### src/rtl/smg_scan_sched.sv
// Scan scheduler for a 4-digit 7-segment display: time-multiplexes the shared
// segment bus across four digits with a blank gap at the start of each slot,
// and swaps in new BCD values atomically at frame boundaries.
module smg_scan_sched #(
  parameter int unsigned CLK_FRE   = 27_000_000,
  parameter int unsigned SCAN_HZ   = 1000,
  parameter int unsigned BLANK_CYC = 27
) (
  input  logic        clk,
  input  logic        rst,
  input  logic        upd_vld,
  output logic        upd_rdy,
  input  logic [15:0] upd_bcd,
  input  logic [3:0]  upd_dp,
  input  logic        lz_en,
  output logic [3:0]  dig,
  output logic [7:0]  smg,
  output logic        frame_done
);

  localparam int unsigned DIV = CLK_FRE / SCAN_HZ;
  localparam int unsigned CW  = (DIV > 1) ? $clog2(DIV) : 1;

  typedef enum logic {ST_BLANK, ST_DRIVE} state_t;

  state_t        state, state_nxt;
  logic [CW-1:0] cnt, cnt_nxt;
  logic [1:0]    slot, slot_nxt;
  logic          fd_nxt;
  logic          pending, pending_nxt;
  logic [15:0]   pend_bcd, disp_bcd;
  logic [3:0]    pend_dp, disp_dp;
  logic          accept, xfer;
  logic [3:0]    dig_nxt;
  logic [7:0]    smg_nxt;
  logic [3:0]    cur_digit;
  logic          cur_dp, cur_blank;

  // Active-low segment pattern {dp,g,f,e,d,c,b,a}; non-decimal codes show a dash
  function automatic logic [7:0] seg7(input logic [3:0] d);
    case (d)
      4'd0:    seg7 = 8'hC0;
      4'd1:    seg7 = 8'hF9;
      4'd2:    seg7 = 8'hA4;
      4'd3:    seg7 = 8'hB0;
      4'd4:    seg7 = 8'h99;
      4'd5:    seg7 = 8'h92;
      4'd6:    seg7 = 8'h82;
      4'd7:    seg7 = 8'hF8;
      4'd8:    seg7 = 8'h80;
      4'd9:    seg7 = 8'h90;
      default: seg7 = 8'hBF;
    endcase
  endfunction

  // Slot digit/dp select and leading-zero blanking (dash codes count as non-zero)
  always_comb begin
    cur_digit = disp_bcd[3:0];
    cur_dp    = disp_dp[0];
    cur_blank = 1'b0;
    case (slot)
      2'd0: begin
        cur_digit = disp_bcd[15:12];
        cur_dp    = disp_dp[3];
        cur_blank = lz_en && (disp_bcd[15:12] == 4'd0);
      end
      2'd1: begin
        cur_digit = disp_bcd[11:8];
        cur_dp    = disp_dp[2];
        cur_blank = lz_en && (disp_bcd[15:8] == 8'd0);
      end
      2'd2: begin
        cur_digit = disp_bcd[7:4];
        cur_dp    = disp_dp[1];
        cur_blank = lz_en && (disp_bcd[15:4] == 12'd0);
      end
      default: begin
        cur_digit = disp_bcd[3:0];
        cur_dp    = disp_dp[0];
        cur_blank = 1'b0;
      end
    endcase
  end

  // Next-state: slot timing, blank/drive phase, output decode and handshake
  always_comb begin
    cnt_nxt     = cnt;
    slot_nxt    = slot;
    state_nxt   = state;
    fd_nxt      = 1'b0;
    dig_nxt     = 4'hF;
    smg_nxt     = 8'hFF;
    pending_nxt = pending;

    if (cnt == CW'(DIV - 1)) begin
      cnt_nxt  = '0;
      slot_nxt = slot + 2'd1;
    end else begin
      cnt_nxt = cnt + CW'(1);
    end

    state_nxt = (cnt_nxt < CW'(BLANK_CYC)) ? ST_BLANK : ST_DRIVE;
    fd_nxt    = (slot_nxt == 2'd3) && (cnt_nxt == CW'(DIV - 1));

    case (state)
      ST_DRIVE: begin
        dig_nxt = ~(4'b0001 << slot);
        smg_nxt = cur_blank ? 8'hFF : seg7(cur_digit);
        if (cur_dp) smg_nxt[7] = 1'b0;
      end
      default: begin
        dig_nxt = 4'hF;
        smg_nxt = 8'hFF;
      end
    endcase

    if (xfer)        pending_nxt = 1'b0;
    else if (accept) pending_nxt = 1'b1;
  end

  assign accept = upd_vld && upd_rdy;
  assign xfer   = frame_done && pending;

  // State, counters and registered outputs
  always_ff @(posedge clk or posedge rst) begin
    if (rst) begin
      state      <= ST_BLANK;
      cnt        <= '0;
      slot       <= 2'd0;
      frame_done <= 1'b0;
      dig        <= 4'hF;
      smg        <= 8'hFF;
    end else begin
      state      <= state_nxt;
      cnt        <= cnt_nxt;
      slot       <= slot_nxt;
      frame_done <= fd_nxt;
      dig        <= dig_nxt;
      smg        <= smg_nxt;
    end
  end

  // Pending/display value registers; transfer only at a frame boundary
  always_ff @(posedge clk or posedge rst) begin
    if (rst) begin
      pending  <= 1'b0;
      upd_rdy  <= 1'b1;
      pend_bcd <= 16'h0000;
      pend_dp  <= 4'h0;
      disp_bcd <= 16'h0000;
      disp_dp  <= 4'h0;
    end else begin
      pending <= pending_nxt;
      upd_rdy <= ~pending_nxt;
      if (accept) begin
        pend_bcd <= upd_bcd;
        pend_dp  <= upd_dp;
      end
      if (xfer) begin
        disp_bcd <= pend_bcd;
        disp_dp  <= pend_dp;
      end
    end
  end

endmodule

### config.mk
export PLATFORM = sky130hd
export DESIGN_NAME = smg_scan_sched
export DESIGN_NICKNAME = d
export VERILOG_FILES = /design/src/rtl/smg_scan_sched.sv
export SDC_FILE = /design/constraint.sdc
export NUM_CORES = 1
export LEC_CHECK = 0
export BUFFER_PORTS_ARGS = -buffer_cell sky130_fd_sc_hd__buf_2
export CAP_MARGIN = 40
export CORE_UTILIZATION = 45
export CTS_CLUSTER_SIZE = 12
export DETAILED_ROUTE_END_ITERATION = 10
export PLACE_DENSITY = 0.61
export SKIP_LAST_GASP = 1
export SYNTH_ARGS = -nofsm -noshare
export SYNTH_HDL_FRONTEND = slang
export SYNTH_SLANG_ARGS = --single-unit
### constraint.sdc
create_clock -name clk -period 5.3 [get_ports clk]
set_input_delay 0.265 -clock clk [delete_from_list [all_inputs] [get_ports clk]]
set_output_delay 0.265 -clock clk [all_outputs]
set_load 0.05 [all_outputs]
Word level (Yosys, flattened, before mapping)
Memory sizes are Yosys's and may differ from the RTL's.
Cells that the tools add are included.

operators by class
  add/sub/neg operators = 2
  order comparisons = 1
  eq/ne operators = 5
  shift-type cells = 1
  multiplexer cells = 12
  bitwise gates (word level) = 2
  reduce and logical (&&, ||, !) cells = 10

operator list
  cell                                                                           number
  15-bit equality test, second input constant                                    2
  8-bit two-way mux                                                              2
  15-bit by 1-bit adder with 15-bit output, second input constant                1
  15-bit by 5-bit less-than comparator with 1-bit output, second input constant  1
  15-bit two-way mux                                                             1
  12-bit logical NOT                                                             1
  4-bit case mux with 3 select lines                                             1
  8-bit logical NOT                                                              1
  1-bit logical AND                                                              6
  1-bit case mux with 3 select lines                                             2
  2-bit equality test, second input constant                                     2
  4-bit logical NOT                                                              1
  1-bit two-way mux                                                              4
  4-bit two-way mux                                                              1
  4-bit NOT                                                                      1
  1-bit by 2-bit << shifter with 4-bit output, first input constant              1
  2-bit by 1-bit adder with 2-bit output, second input constant                  1
  2-bit by 1-bit equality test with 1-bit output, second input constant          1
  2-bit logical NOT                                                              1
  2-bit two-way mux                                                              1
  1-bit NOT                                                                      1

word-level totals
  register bits = 73
  ROM bits = 112
  input bits = 24
  logic and storage cells = 46
  memories kept = 1

memory list
  memory           words  bits a word  read ports  clocked after Yosys merged registers in  wr ports  line  source
  (no name shown)  16     7            1           0                                        0         41    case (d)

Longest topological paths before layout
  depth after elaboration = 6
  gate-level depth with buffers = 8

Worst setup path after synthesis
OpenSTA, ideal clock, no wires.

  path type = register to register
  from = register cnt[3]
  to = register state
  data arrival time = 2.068 ns
  data required time = 5.161 ns
  setup slack = 3.094 ns
  cell stages (with the launch flop) = 7
  period minus slack after synthesis = 2.206 ns
  path through = dfrtp_1 -> buf_6 -> or4b_4 -> nor4_4 -> or2_1 -> a31oi_1 -> or4_1

on the way
  cells in the longest elaborated chain, start to end = 4

ends and longest elaborated chain
  item                                                                                     line    source
  start, declared                                                                          27      logic [CW-1:0] cnt, cnt_nxt;
  start signal, assigned                                                                   135     cnt <= cnt_nxt;
  15-bit by 1-bit adder with 15-bit output / 15-bit equality test (equally long branches)  99, 95
  15-bit two-way mux (*)                                                                   95      if (cnt == CW'(DIV - 1)) begin
  net cnt_nxt[14]                                                                          27
  15-bit by 5-bit less-than comparator with 1-bit output (*)                               102     state_nxt = (cnt_nxt < CW'(BLANK_CYC)) ? ST_BLANK : ST_DRIVE;
  1-bit two-way mux (*)                                                                    102
  net state_nxt                                                                            26      state_t state, state_nxt;
  end signal, assigned                                                                     134     state <= state_nxt;
  end, declared                                                                            26

The timed path passes the listed nets; every way through them passes the cells marked *.
A chain may end at the register's enable or synchronous reset.

Worst setup path in the final report
Ends and elaborated chain as after synthesis.

==> results.yml <==
layout:
  final_util: 0.546
  n_fill_cell: 650
  syn2layout_area_growth_pct: 17.0
  stdcell_count: 425
  final_cell_area_sq_um: 3960
  final_nets: 355
  num_antenna_cells: 0
  layout-drive-gt1-share: 0.359
clocking:
  root_buffer: "clkbuf_8"
  tritoncts: "built"
  path_clk_slew_ns: 0.08
  htree_levels: 3
  cts_buffer_depth: 2
  clkLatencyLatePin_ns: 0.34
  clock_sinks: 73
  numCtsBuffers: 9
sta:
  fin_ws_ns: 2.64
  fmax_ghz: 0.376
  setup-violations-final: 0
  tns_ns: 0
  relSlewSlack: 0.431
  clock_skew_ns: 0.00849
  fin_crit_ns: 2.66
  fin_crit_sh: 0.501
  rsz0062_at_grt: "false"
  hold_viol_final: 0
  worstMarginPinSlew_ns: 0.851
  slew_violations: 0
setup_path:
  crit_type: "register to register"
  critPathMaxFanout: 13
  max_stage_delay_ns: 0.64
  worstPathCellList: "or4b_4, nor4_4, or2_1, a31oi_1, or4_1"
  timing.critical_path.buf_inv: 0
  arrival_ns: 2.87
  critPathRequiredTime_ns: 5.51
  crit_family: "simple AND/OR/NAND/NOR gates"
  end_kind: "register"
  worst_setup_path_start_kind: "register"
  cp_slowest_cell: "nor4_4"
status:
  outcome: "complete, no violations"
synth:
  synth_edf_count: 0
  async_flop_share: 1.00
  synth_cell_type_count: 45
  synth-seq-cells: 73
  netlist.area_leader.share: 0.444
  synthFlopType: "dfrtp_1"
  synth.most_common_cell: "dfrtp_1"
  yosysWarnings: 0
  synth_top_cell_by_area: "dfrtp_1"
  yosys-top-cells-count: "dfrtp_1 (60), mux2_2 (43), nand2_1 (17)"
  yosys-top-cells-area: "dfrtp_1 (44%), mux2_2 (14%), dfstp_2 (10%)"
  seq_area_frac_synth: 0.545
  avgSynthCellArea_sq_um: 12.0
  postSynthCellCount: 281
  synth_area_sq_um: 3380
  synthesis.nets: 315
power:
  max-vdd-ir-drop_v: 0.000244
  p_leak_nw: 1.78
  powerDensity_nw_per_um2: 338
grt:
  antenna_found_initial: 0
  grt_pass1_vias: 2125
  grt_overflow_total: 0
  grt_pass1_wl_mm: 10.5
  grt_max_degree: 64
  gr-usage-all-layers: 0.179
placed_design:
  dpl_cell_area_sq_um: 3680
  io_buffers: 37
  place_hpwl_mm: 4.52
  post-place-ws_ns: 2.66
  dp.cells: 408
  globalplace.congestion: 0.894
floorplan:
  dieHeight_microns: 88.7
  start_util: 0.466
  ios: 38
  fp-row-count: 31
  chipWidth_microns: 88.7
  die_area_sq_um: 7870
  coreArea_sq_um: 7250
hold_path:
  min_path_type: "input port to register"
route:
  viasPerCell: 5.37
  vias: 2282
  wire_per_inst_microns: 15.1
  drt_iter0_drc: 123
  wl_met1_mm: 3.03
  firstDrtPassIters: 4
  highest_layer: "met4"
  wl_mm: 6.40
  ant_nets: 0
  remaining_drc_errors: 0
  met3WireLength_microns: 258
  met2_length_mm: 2.96
job:
  maxCapViolCount: 0
## sequential cells by signal (all words and copies together) (netlist names)
name	cells
disp_bcd	16
pend_bcd	16
cnt	15
smg	8
dig	4
disp_dp	4
pend_dp	4
slot	2
frame_done	1
pending	1
state	1
upd_rdy	1
## area by class of cell
class | instances | area (sq um) | share of cell area
clock buffers | 10 | 128 | 0.0322
clock inverters | 6 | 138 | 0.0348
inverters | 15 | 56.3 | 0.0142
multi-input cells | 181 | 1430 | 0.361
flip-flops and latches | 73 | 1840 | 0.465
well taps | 99 | 124 | 0.0313
repair buffers | 41 | 241 | 0.0610
## per-layer routing
metal | vias up | GRT usage
met4 | 0 | 0.0968
met3 | 14 | 0.0373
li1 | 1086 | -
met5 | - | 0
met1 | 1130 | 0.249
met2 | 52 | 0.262
## worst paths after layout
| kind | depth (start not counted) | from | to | slack (ns) |
|---|---|---|---|---|
| setup / recovery | 5 | cnt[3] | state | 2.64 |
| hold / removal | 2 | upd_dp[3] | pend_dp[3] | 0.15 |
| setup reg to reg | 5 | cnt[3] | state | 2.64 |
| hold reg to reg | 1 | pending | upd_rdy | 0.48 |
| max in group asynchronous | 5 | rst | upd_rdy | 4.25 |
| min in group asynchronous | 4 | rst | cnt[0] | 0.47 |
## per-stage QoR
step                power (mW)  hold slack [ns]
CTS                       1.36            0.125
detailed placement       0.778            0.271
global placement         0.769            0.466
floorplan                0.739            0.417
global route              1.40            0.132
finish                    1.34            0.145
## cells by family after synthesis
logic type,count (synthesis),share of synthesized area
AO/OA/AOI/OAI,39,0.0791
AND/OR/NAND/NOR,73,0.121
adder cells (fa/ha/maj),10,0.0370
buffers and inverters,27,0.0325
XOR/XNOR,13,0.0337
flip-flops,73,0.545
multiplexers,46,0.152
## cells in the final DEF (no fill, tap or decap), types with 4 or more instances in the layout
cell type and instances:
dfrtp_1 60, mux2_2 43, buf_2 37, nand2_1 17, inv_1 14, nand3_1 13
dfstp_2 13, xnor2_1 11, ha_1 10, nor2_1 9, o21ai_0 9, clkbuf_8 9
a21oi_1 7, nand4_1 5, nor4_1 5, a222oi_1 5, nor3_1 4, bufinv_16 4
## worst register-to-register path, stage by stage (launching register included)
cell and delay, ns:
dfrtp_1 0.48, or4b_4 0.58, nor4_4 0.64, or2_1 0.20
a31oi_1 0.11, or4_1 0.52
## what timing repair did
item / CTS / global route
buffers inserted: 0 / 0
hold buffers: 1 / 0
hold endpoints to repair: 10 / 0
gates resized for setup: 0 / 0
## report_power, final
group          internal (mW)  leakage (nW)  total [mW]  switching [mW]
sequential             0.625         0.906       0.658          0.0332
combinational         0.0610         0.743       0.105          0.0437
clock                  0.364         0.131       0.577           0.213
(Power assumes the default switching activity.)
